File: config.mk
export PLATFORM = sky130hd
export DESIGN_NAME = seq_mult_n
export DESIGN_NICKNAME = d
export VERILOG_FILES = /design/src/rtl/seq_mult_n.sv
export SDC_FILE = /design/constraint.sdc
export NUM_CORES = 1
export LEC_CHECK = 0
export CAP_MARGIN = 10
export CORE_UTILIZATION = 62
export CTS_BUF_LIST = sky130_fd_sc_hd__clkbuf_4 sky130_fd_sc_hd__clkbuf_8
export CTS_CLUSTER_SIZE = 10
export DETAILED_ROUTE_END_ITERATION = 16
export DONT_BUFFER_PORTS = 1
export PLACE_DENSITY_LB_ADDON = 0.1
export SLEW_MARGIN = 10
export SYNTH_ARGS = -nofsm -noshare
export SYNTH_HDL_FRONTEND = slang
export SYNTH_SLANG_ARGS = --single-unit
export TNS_END_PERCENT = 50
File: constraint.sdc
create_clock -name clk -period 4.6 [get_ports clk]
set_input_delay 0.46 -clock clk [delete_from_list [all_inputs] [get_ports clk]]
set_output_delay 0.46 -clock clk [all_outputs]
set_load 0.03 [all_outputs]
File: src/rtl/seq_mult_n.sv
// Sequential shift-add multiplier with its own start/done controller: one WIDTH-cycle add+shift loop per product.
// Define SEQ_MULT_SIGNED_EN for two's-complement operands and product; unsigned otherwise.
module seq_mult_n #(
  parameter int WIDTH = 8,
  parameter int CNT_W = $clog2(WIDTH + 1)
) (
  input  logic                 clk,
  input  logic                 reset,
  input  logic                 start,
  input  logic [WIDTH-1:0]     word1,
  input  logic [WIDTH-1:0]     word2,
  output logic                 busy,
  output logic                 done,
  output logic [2*WIDTH-1:0]   product
);

  typedef enum logic {IDLE, RUN} state_t;

  state_t               state;
  logic [WIDTH-1:0]     mcand;
  logic [WIDTH-1:0]     mplr;
  logic [2*WIDTH-1:0]   acc;
  logic [CNT_W-1:0]     cnt;
  logic [2*WIDTH-1:0]   acc_next;
  logic                 last;

  assign last = (cnt == CNT_W'(1));

  // The WIDTH+1-bit partial sum lands in acc[2W-1:W-1]; its top bit is the carry (or sign).
`ifdef SEQ_MULT_SIGNED_EN
  logic signed [WIDTH:0] hi_s;
  logic signed [WIDTH:0] mc_s;
  logic signed [WIDTH:0] sum_s;

  always_comb begin
    hi_s  = {acc[2*WIDTH-1], acc[2*WIDTH-1:WIDTH]};
    mc_s  = {mcand[WIDTH-1], mcand};
    sum_s = hi_s;
    if (mplr[0]) begin
      // The multiplier's top bit carries weight -2^(W-1), so it subtracts.
      sum_s = last ? (hi_s - mc_s) : (hi_s + mc_s);
    end
    acc_next = {sum_s, acc[WIDTH-1:1]};
  end
`else
  logic [WIDTH:0] sum_u;

  always_comb begin
    sum_u    = {1'b0, acc[2*WIDTH-1:WIDTH]} + (mplr[0] ? {1'b0, mcand} : '0);
    acc_next = {sum_u, acc[WIDTH-1:1]};
  end
`endif

  always_ff @(posedge clk or posedge reset) begin
    if (reset) begin
      state   <= IDLE;
      busy    <= 1'b0;
      done    <= 1'b0;
      product <= '0;
      mcand   <= '0;
      mplr    <= '0;
      acc     <= '0;
      cnt     <= '0;
    end else begin
      case (state)
        IDLE: begin
          done <= 1'b0;
          if (start) begin
            mcand <= word1;
            mplr  <= word2;
            acc   <= '0;
            cnt   <= CNT_W'(WIDTH);
            busy  <= 1'b1;
            state <= RUN;
          end
        end
        RUN: begin
          acc  <= acc_next;
          mplr <= mplr >> 1;
          cnt  <= cnt - CNT_W'(1);
          if (last) begin
            product <= acc_next;
            done    <= 1'b1;
            busy    <= 1'b0;
            state   <= IDLE;
          end
        end
        default: state <= IDLE;
      endcase
    end
  end

endmodule

==> impl_metrics.json, run 1 <==
{
  "routed_via_density": 5.989,
  "synth-seq-cells": 54,
  "final-max-slew-violation-count": 0,
  "final_antenna_violating_net_count": 0,
  "async_flop_share": 1.000,
  "number_of_antenna_violations_at_the_first_check_in_global_routing": 0,
  "crit_slowest_cell": "sky130_fd_sc_hd__dfrtp_1",
  "synth.mux.area_fraction": 0.1221,
  "maxClockFrequency_ghz": 0.4208,
  "fraction_of_the_mapped_netlist_area_in_compound_gates": 0.1341,
  "ioPinCount": 37,
  "antenna_cells": 0,
  "cell_int_power_w": 0.001083,
  "cp_data_required_time_ns": 4.79,
  "initialDrtViolationCount": 98,
  "reg2reg_slack_ns": 2.22,
  "p_switching_w": 0.0007021,
  "critical_path.startpoint_type": "flip-flop",
  "post_cts_hold_buffer_count": 0,
  "synth_unique_cells": 31,
  "run_status": "completed",
  "tritoncts": "yes",
  "seqPwrFrac": 0.527,
  "place.port_buffers": 0,
  "arrival_ns": 2.57,
  "largest_area_contributor_in_the_synthesized_netlist": "sky130_fd_sc_hd__dfrtp_1",
  "layout_setup_ws_ns": 2.223,
  "first_pass_grt_wire_length_um": 7652,
  "syn-instance-count": 226,
  "rows": 22,
  "r2r_cells": 8,
  "postSynthAreaPerCell_um2": 11.07,
  "main_combinational_cell_family_by_area_after_synthesis": "compound AO/OA/AOI/OAI gates",
  "grt_use_total": 0.2430,
  "worstSetupPathType": "reg -> reg",
  "cts_sinks": 54,
  "drt_first_pass_iters": 4,
  "finalWirelength_um": 4756,
  "yosys.area_share.xor_xnor": 0.01751,
  "vias_in_the_first_global_route": 1663,
  "clock_path_buffers": 2,
  "postCtsResizedCells": 0,
  "worstPathBufferInverterCount": 0,
  "p_per_area_nw_per_um2": 676.7,
  "core_area_um2": 3771,
  "yosys_most_used_dff": "sky130_fd_sc_hd__dfrtp_1",
  "htree_levels": 2,
  "drv_cap": 0,
  "drt-wirelength-per-cell_um": 17.49,
  "endpoint_kind": "flip-flop",
  "grt_max_degree": 55,
  "finalHoldViolCount": 0,
  "stdcell_area_um2": 2638,
  "filler_cells_inserted": 277,
  "area_after_detailed_placement_um2": 2522,
  "detailedPlace.worstSlack_ns": 2.281,
  "netlist_area_before_placement_um2": 2501,
  "drc": 0,
  "clkSlewWorstSetupHoldPaths_ns": 0.09,
  "die_h_um": 65.52,
  "placer_congestion": 0.9296,
  "fin_crit_sh": 0.5167,
  "hold_wc_path_type": "in -> async",
  "numCtsBuffers": 5,
  "netlist_top_cells_area": "sky130_fd_sc_hd__dfrtp_1 (54%), sky130_fd_sc_hd__mux2_2 (9.0%), sky130_fd_sc_hd__nand2_1 (5.7%)",
  "die_area_um2": 4292,
  "synth_simple_gate_area_frac": 0.1021,
  "die_x_extent_um": 65.52,
  "area.growth.synth_to_final_pct": 5.453,
  "timing.rr.end": "product[13]",
  "synthDominantCellAreaShare": 0.5403,
  "rsz_0062_raised_after_global_routing": "false",
  "via_count": 1629,
  "synth_most_common_cell": "sky130_fd_sc_hd__dfrtp_1",
  "clock-skew-final_ns": 0.005824,
  "synth_edf_count": 0,
  "synth_net_count": 256,
  "largest_stage_delay_worst_path_ns": 0.46,
  "clock_tree_root": "sky130_fd_sc_hd__clkbuf_8",
  "swShare": 0.3933,
  "grt_remaining_overflow": 0,
  "crit_chain": "and2_1 -> ha_1 -> fa_1 -> a211oi_2 -> o21bai_1 -> a211oi_1 -> a21oi_1 -> mux2_2",
  "share_of_synthesized_area_occupied_by_flip_flops_and_latches": 0.5403,
  "skew_pair_late_insertion_delay_ns": 0.30,
  "power.share.combinational": 0.295,
  "post_layout_net_count": 253,
  "drive_above_1_share": 0.1652,
  "max_slew_margin": 0.3857,
  "worst_tran_pin_value_ns": 0.9214,
  "path_delay_family": "adder cells",
  "pwr-share-clk": 0.178,
  "post-route-min-period_ns": 2.377,
  "max-vdd-ir-drop_uv": 390.7,
  "setup_tns_ns": 0,
  "hpwl_um": 3246,
  "initial_utilization": 0.6632,
  "final-setup-viol-count": 0,
  "critical_path_peak_fanout": 9,
  "synth_common_cells": "sky130_fd_sc_hd__dfrtp_1 (54), sky130_fd_sc_hd__nand2_1 (38), sky130_fd_sc_hd__o21ai_0 (27)",
  "power.leakage_nw": 1.228,
  "yosysWarningCount": 0,
  "post_cts.repair.setup_buffers": 0,
  "rr_startpoint": "mplr[0]",
  "synth_fa_ha_area_frac": 0.05803
}
## stage by stage
| stage | hold slack, ns | utilization | cells | power [W] |
|---|---|---|---|---|
| global placement | 0.4663 | 0.6689 | 264 | 0.001431 |
| global route | 0.2270 | 0.6994 | 272 | 0.001894 |
| CTS | 0.2338 | 0.6991 | 272 | 0.001790 |
| finish | 0.1855 | 0.6994 | 272 | 0.001785 |
| floorplan | 0.4492 | - | 226 | 0.001342 |
| detailed placement | 0.4776 | 0.6689 | 264 | 0.001477 |
## power groups by stage
stage               sequential (W)  clock [W]  combinational (W)
detailed placement        0.000948          0           0.000528
global placement          0.000937          0           0.000494
finish                    0.000940   0.000318           0.000527
CTS                       0.000939   0.000319           0.000532
global route              0.000965   0.000337           0.000593
floorplan                 0.000904          0           0.000438
## worst reg2reg max path, cell delays in order (launching register included)
cell                       delay (ns)
sky130_fd_sc_hd__dfrtp_1         0.46
sky130_fd_sc_hd__and2_1          0.18
sky130_fd_sc_hd__ha_1            0.23
sky130_fd_sc_hd__fa_1            0.44
sky130_fd_sc_hd__a211oi_2        0.24
sky130_fd_sc_hd__o21bai_1        0.10
sky130_fd_sc_hd__a211oi_1        0.24
sky130_fd_sc_hd__a21oi_1         0.08
sky130_fd_sc_hd__mux2_2          0.27
## how the worst max path moves through the flow
stage,start,endpoint,slack (ns),cells past startpoint
floorplan,mplr[0],product[13],2.46,8
finish,mplr[0],product[13],2.22,8
global route,mplr[0],product[13],2.06,8
detailed placement,mplr[0],product[13],2.28,8
global placement,mplr[0],product[13],2.34,8
CTS,mplr[0],product[13],2.25,8
## per-layer routing
layer | track usage | up-vias | share of wire
met5 | 0 | - | 0
li1 | - | 769 | -
met3 | 0.05382 | 11 | 0.041
met4 | 0.1277 | 0 | 0.021
met1 | 0.2939 | 803 | 0.43
met2 | 0.4046 | 46 | 0.51
## layout by cell type (no fill, tap or decap), drive strengths merged, types with 3 or more instances in the layout
cell type	Yosys	final
o21ai	27	27
nand2	38	38
clkbuf	7	6
o22ai	4	4
nor2	8	8
mux2	20	20
a211oi	3	3
and2	8	8
dfrtp	54	54
inv	5	4
a21oi	8	8
ha	10	10
mux2i	8	8
a21o	3	3
xnor2	3	3
## registers in the layout, indices dropped and copies added (netlist names)
signal	flops
acc	15
product	16
mplr	8
mcand	8
busy	1
state	1
cnt	4
done	1
## cell type report
| cell class | instances | area, um2 | share of cell area |
|---|---|---|---|
| Inverter | 5 | 20.02 | 0.007590 |
| Clock inverter | 2 | 37.54 | 0.01423 |
| Timing Repair Buffer | 1 | 7.507 | 0.002846 |
| Tap cell | 48 | 60.06 | 0.02277 |
| Sequential cell | 54 | 1351 | 0.5123 |
| Clock buffer | 6 | 76.32 | 0.02894 |
| Multi-Input combinational cell | 156 | 1085 | 0.4113 |
## cells by family (layout without fill, tap and decap cells)
kind of cell | after synthesis | count (layout)
and+or+nand+nor | 58 | 58
AOI/OAI and AO/OA | 54 | 54
DFF | 54 | 54
muxes | 28 | 28
buffers and inverters | 16 | 14
adders and majority gates | 11 | 11
xor gates and xnor gates | 5 | 5
(Power assumes the default switching activity.)
==> run 2: changes to the inputs <==
ABC_AREA = 1   (was unset)
CORE_UTILIZATION = 59   (was 62)
clock period = 1.9 ns   (was 4.6 ns; I/O delays follow)
==> impl_metrics.json, run 2 <==
{
  "hold_depth": 2,
  "drive_above_1_share": 0.1234,
  "setup_tns_ns": 0,
  "number_of_antenna_violations_at_the_first_check_in_global_routing": 0,
  "finalHoldViolCount": 0,
  "mostFrequentLayoutCells": "sky130_fd_sc_hd__nand2_1 (111), sky130_fd_sc_hd__dfrtp_1 (53), sky130_fd_sc_hd__inv_1 (32)",
  "r2r_cells": 12,
  "yosysWarningCount": 0,
  "post-route-min-period_ns": 1.738,
  "critical_path_peak_fanout": 6,
  "regMostFlops": "product",
  "clock_path_buffers": 2,
  "largest_stage_delay_worst_path_ns": 0.45,
  "fin_crit_sh": 0.9148,
  "rsz_0062_raised_after_global_routing": "false",
  "reg.largest.list": "product: 16 flops, acc: 15 flops",
  "core_area_um2": 4115,
  "number_of_flip_flops_in_the_largest_register": 16,
  "drt-wirelength-per-cell_um": 12.90,
  "area.growth.synth_to_final_pct": 10.07,
  "timing.rr.end": "acc[15]",
  "ioPinCount": 37,
  "critical_path.startpoint_type": "flip-flop",
  "first_pass_grt_wire_length_um": 7251,
  "clkSlewWorstSetupHoldPaths_ns": 0.11,
  "async_flop_share": 1.000,
  "worstSetupPathType": "reg -> reg",
  "seq_area_um2": 1353,
  "cts_sinks": 54,
  "largest_area_contributor_in_the_synthesized_netlist": "sky130_fd_sc_hd__dfrtp_1",
  "reg2reg_slack_ns": 0.16,
  "final-max-slew-violation-count": 0,
  "synth_most_common_cell": "sky130_fd_sc_hd__nand2_1",
  "critical_path.most_common_cell": "sky130_fd_sc_hd__nand2_1",
  "dpl.cell_count": 337,
  "filler_cells_inserted": 323,
  "synth_unique_cells": 32,
  "syn-instance-count": 292,
  "hold_path_startpoint": "word2[6]",
  "grt_remaining_overflow": 0,
  "grt_use_total": 0.2175,
  "clock_tree_root": "sky130_fd_sc_hd__clkbuf_8",
  "worstPathBufferInverterCount": 1,
  "synth_edf_count": 0,
  "rows": 23,
  "run_status": "completed",
  "rr_startpoint": "mplr[0]",
  "synthDominantCellAreaShare": 0.5230,
  "crit_chain": "nand2_1 -> inv_1 -> ha_1 -> fa_2 -> nand2_1 -> nand2_1 -> nand3_1 -> nand2_1 -> nand2_1 -> nand2_1 -> nand2_1 -> nand2_1",
  "numCtsBuffers": 5,
  "yosys_most_used_dff": "sky130_fd_sc_hd__dfrtp_1",
  "grt_max_degree": 55,
  "clock-skew-final_ns": 0.01057,
  "routed_via_density": 5.277,
  "drt_first_pass_iters": 4,
  "drv_cap": 0,
  "cp_data_required_time_ns": 2.12,
  "via_count": 1889,
  "multi_input_comb_area_um2": 1021,
  "total_power_w": 0.004257,
  "share_of_synthesized_area_occupied_by_flip_flops_and_latches": 0.5230,
  "netlist_top_cells_area": "sky130_fd_sc_hd__dfrtp_1 (52%), sky130_fd_sc_hd__nand2_1 (16%), sky130_fd_sc_hd__ha_1 (4.8%)",
  "hpwl_um": 3168,
  "synth_common_cells": "sky130_fd_sc_hd__nand2_1 (111), sky130_fd_sc_hd__dfrtp_1 (54), sky130_fd_sc_hd__inv_1 (33)",
  "arrival_ns": 1.95,
  "tritoncts": "yes",
  "synth-seq-cells": 54,
  "skew_pair_late_insertion_delay_ns": 0.32,
  "p_per_area_nw_per_um2": 1497,
  "antenna_cells": 0,
  "max-vdd-ir-drop_uv": 770.6,
  "crit_slowest_cell": "sky130_fd_sc_hd__dfrtp_2",
  "max_slew_margin": 0.5639,
  "endpoint_kind": "flip-flop",
  "placer_congestion": 0.9282,
  "post_layout_net_count": 337,
  "postSynthAreaPerCell_um2": 8.848,
  "final-setup-viol-count": 0,
  "initial_utilization": 0.6279,
  "initialDrtViolationCount": 114,
  "synth_net_count": 322,
  "vias_in_the_first_global_route": 1640,
  "area_after_detailed_placement_um2": 2609,
  "htree_levels": 2,
  "hold_end": "mplr[6]",
  "layoutNonFillerInstCount": 358,
  "final_antenna_violating_net_count": 0,
  "stdcell_area_um2": 2844,
  "post_cts.repair.setup_buffers": 0,
  "maxClockFrequency_ghz": 0.5753,
  "die_area_um2": 4648,
  "finalWirelength_um": 4619,
  "hold_wc_path_type": "in -> reg",
  "worst_tran_pin_value_ns": 0.6541,
  "power.leakage_nw": 1.532,
  "drc": 0,
  "die_h_um": 68.18,
  "place.port_buffers": 0,
  "die_x_extent_um": 68.18,
  "path_delay_family": "simple AND/OR/NAND/NOR gates",
  "mostFrequentLayoutCell": "sky130_fd_sc_hd__nand2_1",
  "netlist_area_before_placement_um2": 2584
}
-- run 2: cell count changes after synthesis, moves of 3 or more --
cell                       change
sky130_fd_sc_hd__nand3_1      +14
sky130_fd_sc_hd__clkbuf_1      -6
sky130_fd_sc_hd__o21ai_0      -20
sky130_fd_sc_hd__inv_1        +28
sky130_fd_sc_hd__mux2i_1       -8
sky130_fd_sc_hd__o211ai_1      +3
sky130_fd_sc_hd__a22oi_1       +3
sky130_fd_sc_hd__o22ai_1       +4
sky130_fd_sc_hd__nor2_1        -3
sky130_fd_sc_hd__nand2_2       +4
sky130_fd_sc_hd__and2_1        -8
sky130_fd_sc_hd__o21ai_2       +9
sky130_fd_sc_hd__mux2_2       -20
sky130_fd_sc_hd__nand2_1      +73
-- run 2: cell families (layout without fill, tap and decap cells) --
group	after synthesis	count (layout)	synth area share
and+or+nand+nor	141	141	0.2305
DFF	54	54	0.5230
buffers and inverters	46	62	0.08425
AOI/OAI and AO/OA	39	39	0.1027
adders and majority gates	11	11	0.05617
xor gates and xnor gates	1	1	0.003390
-- run 2: layout make-up --
class,instances,area share
Clock buffer,5,0.02420
Timing Repair Buffer,18,0.05895
Sequential cell,54,0.4756
Inverter,36,0.05015
Multi-Input combinational cell,192,0.3590
Clock inverter,3,0.01012
Tap cell,50,0.02200
-- run 2: power by group --
part	leakage [nW]	switching, W	total, W	internal (W)
registers	0.703	0.000589	0.00219	0.00160
logic	0.778	0.000853	0.00139	0.000533
clock network	0.0506	0.000407	0.000684	0.000276
total	1.53	0.00185	0.00426	0.00241
-- run 2: through the flow --
step                      hold slack [ns]    util  worst slack [ns]
final                            0.002901  0.6911            0.1619
after global routing             0.001763  0.6911          0.002759
after CTS                        0.002981  0.6893           0.09278
after detailed placement           0.3005  0.6339            0.1157
after global placement             0.2985  0.6339            0.1512
after floorplan                    0.2996       -            0.1211
-- run 2: layer usage --
layer / track usage / vias to the layer above / routed length, um
li1: - / 952 / -
met1: 0.2941 / 879 / 2291
met2: 0.3346 / 51 / 2050
met3: 0.03833 / 7 / 189
met4: 0.1094 / 0 / 87
met5: 0 / - / 0
-- run 2: worst max-delay path by stage --
stage | from | end | slack [ns] | depth (start not counted)
after floorplan | mplr[0] | acc[15] | 0.12 | 13
after global placement | mplr[0] | product[15] | 0.15 | 12
after detailed placement | mplr[0] | acc[15] | 0.12 | 12
after CTS | mplr[0] | acc[15] | 0.09 | 12
after global routing | mplr[0] | product[15] | 0.003 | 12
final | mplr[0] | acc[15] | 0.16 | 12
-- run 2: timing repair --
item / in CTS / in global routing
setup endpoints to repair: 0 / 5
endpoints found under the hold margin: 66 / 0
hold buffers: 13 / 0
resized for setup: 0 / 3
==> run 3: changes to the inputs <==
CELL_PAD_IN_SITES_DETAIL_PLACEMENT = 1   (was unset)
CELL_PAD_IN_SITES_GLOBAL_PLACEMENT = 2   (was unset)
CORE_UTILIZATION = 36   (was 59)
==> impl_metrics.json, run 3 (synthesized netlist as in run 2, its figures left out) <==
{
  "initialDrtViolationCount": 85,
  "clock-skew-final_ns": 0.008773,
  "endpoint_kind": "flip-flop",
  "power.leakage_nw": 1.528,
  "first_pass_grt_wire_length_um": 9701,
  "hold_wc_path_type": "in -> reg",
  "number_of_flip_flops_in_the_largest_register": 16,
  "worstSetupPathType": "reg -> reg",
  "drt-wirelength-per-cell_um": 14.01,
  "max_slew_margin": 0.7376,
  "cts_sinks": 54,
  "hold_depth": 2,
  "cp_data_required_time_ns": 2.11,
  "path_delay_family": "simple AND/OR/NAND/NOR gates",
  "hpwl_um": 3907,
  "total_power_w": 0.004384,
  "place.port_buffers": 0,
  "worst_tran_pin_value_ns": 0.3931,
  "die_area_um2": 7519,
  "post_layout_net_count": 338,
  "path_depth": 12,
  "die_x_extent_um": 86.72,
  "regMostFlops": "product",
  "htree_levels": 2,
  "r2r_cells": 12,
  "clock_tree_root": "sky130_fd_sc_hd__clkbuf_8",
  "routed_via_density": 4.741,
  "largest_stage_delay_worst_path_ns": 0.43,
  "dpl.cell_count": 385,
  "run_status": "completed",
  "final-setup-viol-count": 0,
  "mostFrequentLayoutCells": "sky130_fd_sc_hd__nand2_1 (111), sky130_fd_sc_hd__dfrtp_1 (54), sky130_fd_sc_hd__inv_1 (32)",
  "initial_utilization": 0.3761,
  "tritoncts": "yes",
  "fin_crit_sh": 0.9287,
  "reg.largest.list": "product: 16 flops, acc: 15 flops",
  "crit_slowest_cell": "sky130_fd_sc_hd__dfrtp_1",
  "rows": 30,
  "numCtsBuffers": 5,
  "antenna_cells": 0,
  "grt_use_total": 0.1684,
  "arrival_ns": 1.97,
  "finalHoldViolCount": 0,
  "rr_startpoint": "mplr[0]",
  "ioPinCount": 37,
  "drc": 0,
  "setup_tns_ns": 0,
  "clock_path_buffers": 2,
  "critical_path_peak_fanout": 5,
  "final-max-slew-violation-count": 0,
  "critical_path.most_common_cell": "sky130_fd_sc_hd__nand2_1",
  "maxClockFrequency_ghz": 0.5667,
  "finalWirelength_um": 5675,
  "drive_above_1_share": 0.1424,
  "mostFrequentLayoutCell": "sky130_fd_sc_hd__nand2_1",
  "worstPathBufferInverterCount": 1,
  "die_h_um": 86.72,
  "clkSlewWorstSetupHoldPaths_ns": 0.10,
  "via_count": 1920,
  "post_cts.repair.setup_buffers": 0,
  "hold_path_startpoint": "word2[0]",
  "max-vdd-ir-drop_uv": 512.8,
  "critical_path.startpoint_type": "flip-flop",
  "core_area_um2": 6869,
  "drt_first_pass_iters": 4,
  "vias_in_the_first_global_route": 1969,
  "area.growth.synth_to_final_pct": 14.87,
  "skew_pair_late_insertion_delay_ns": 0.31,
  "p_per_area_nw_per_um2": 1477,
  "drv_cap": 0,
  "grt_max_degree": 55,
  "number_of_antenna_violations_at_the_first_check_in_global_routing": 0,
  "placer_congestion": 0.7239,
  "crit_chain": "nand2_1 -> inv_1 -> ha_2 -> fa_2 -> nand2_1 -> nand2_1 -> nand3_1 -> nand2_1 -> nand2_1 -> nand2_1 -> nand2_1 -> nand2_1",
  "final_antenna_violating_net_count": 0,
  "layoutNonFillerInstCount": 405,
  "grt_remaining_overflow": 0,
  "critPathLaunch": "mplr[0]",
  "post-route-min-period_ns": 1.765
}
[run 3: cell types whose count changed in the layout (fill, tap and decap cells not counted), sizes merged]
cell         before  now
clkinv            1    3
inv              38   36
dlygate4sd3      13   12
buf               5    7
[run 3: path summary, 6_finish.rpt]
| check | endpoint | slack (ns) |
|---|---|---|
| setup / recovery | acc[15] | 0.14 |
| hold / removal | mplr[0] | 0.001 |
| setup reg to reg | acc[15] | 0.14 |
| hold reg to reg | mcand[4] | 0.49 |
| max in group asynchronous | acc[12] | 1.28 |
| min in group asynchronous | product[10] | 0.38 |
[run 3: metrics by stage]
stage / hold slack [ns] / setup WS (ns) / utilization / instance area (um2)
floorplan: 0.2996 / 0.1211 / - / 2584
global placement: 0.1539 / 0.1153 / 0.3922 / 2694
detailed placement: 0.1552 / 0.1096 / 0.3922 / 2694
CTS: 0.0001903 / 0.08543 / 0.4235 / 2909
global route: 0.006741 / -0.03070 / 0.4321 / 2968
finish: 0.001424 / 0.1354 / 0.4321 / 2968
[run 3: report_power, final]
group	switching, W	internal (W)
Clock	0.000410	0.000267
Sequential	0.000613	0.00160
Combinational	0.000894	0.000604
Total	0.00192	0.00247
[run 3: routing by layer]
layer  part of all wire  vias up  GRT usage
met1               0.50      918     0.2332
li1                   -      963          -
met4              0.012        0    0.05909
met3              0.027        7    0.02476
met2               0.46       32     0.2691
met5                  0        -          0
[run 3: layout make-up]
class	instances	area, um2
Clock buffer	5	68.82
Clock inverter	3	26.28
Fill cell	834	3901
Inverter	36	142.6
Multi-Input combinational cell	192	1074
Sequential cell	54	1351
Tap cell	96	120.1
Timing Repair Buffer	19	185.2
[run 3: timing repair]
action                                 4_1_cts  5_1_grt
endpoints found under the hold margin       65        0
setup endpoints to repair                    0        9
hold buffers                                12        0
resized for setup                            0        7
[run 3: worst register-to-register path: cells and delay by family, from the launching register on]
family,cells,cell delay [ns]
simple gates,9,0.64
fa+ha+maj,2,0.56
flops,1,0.43
buf+inv,1,0.04
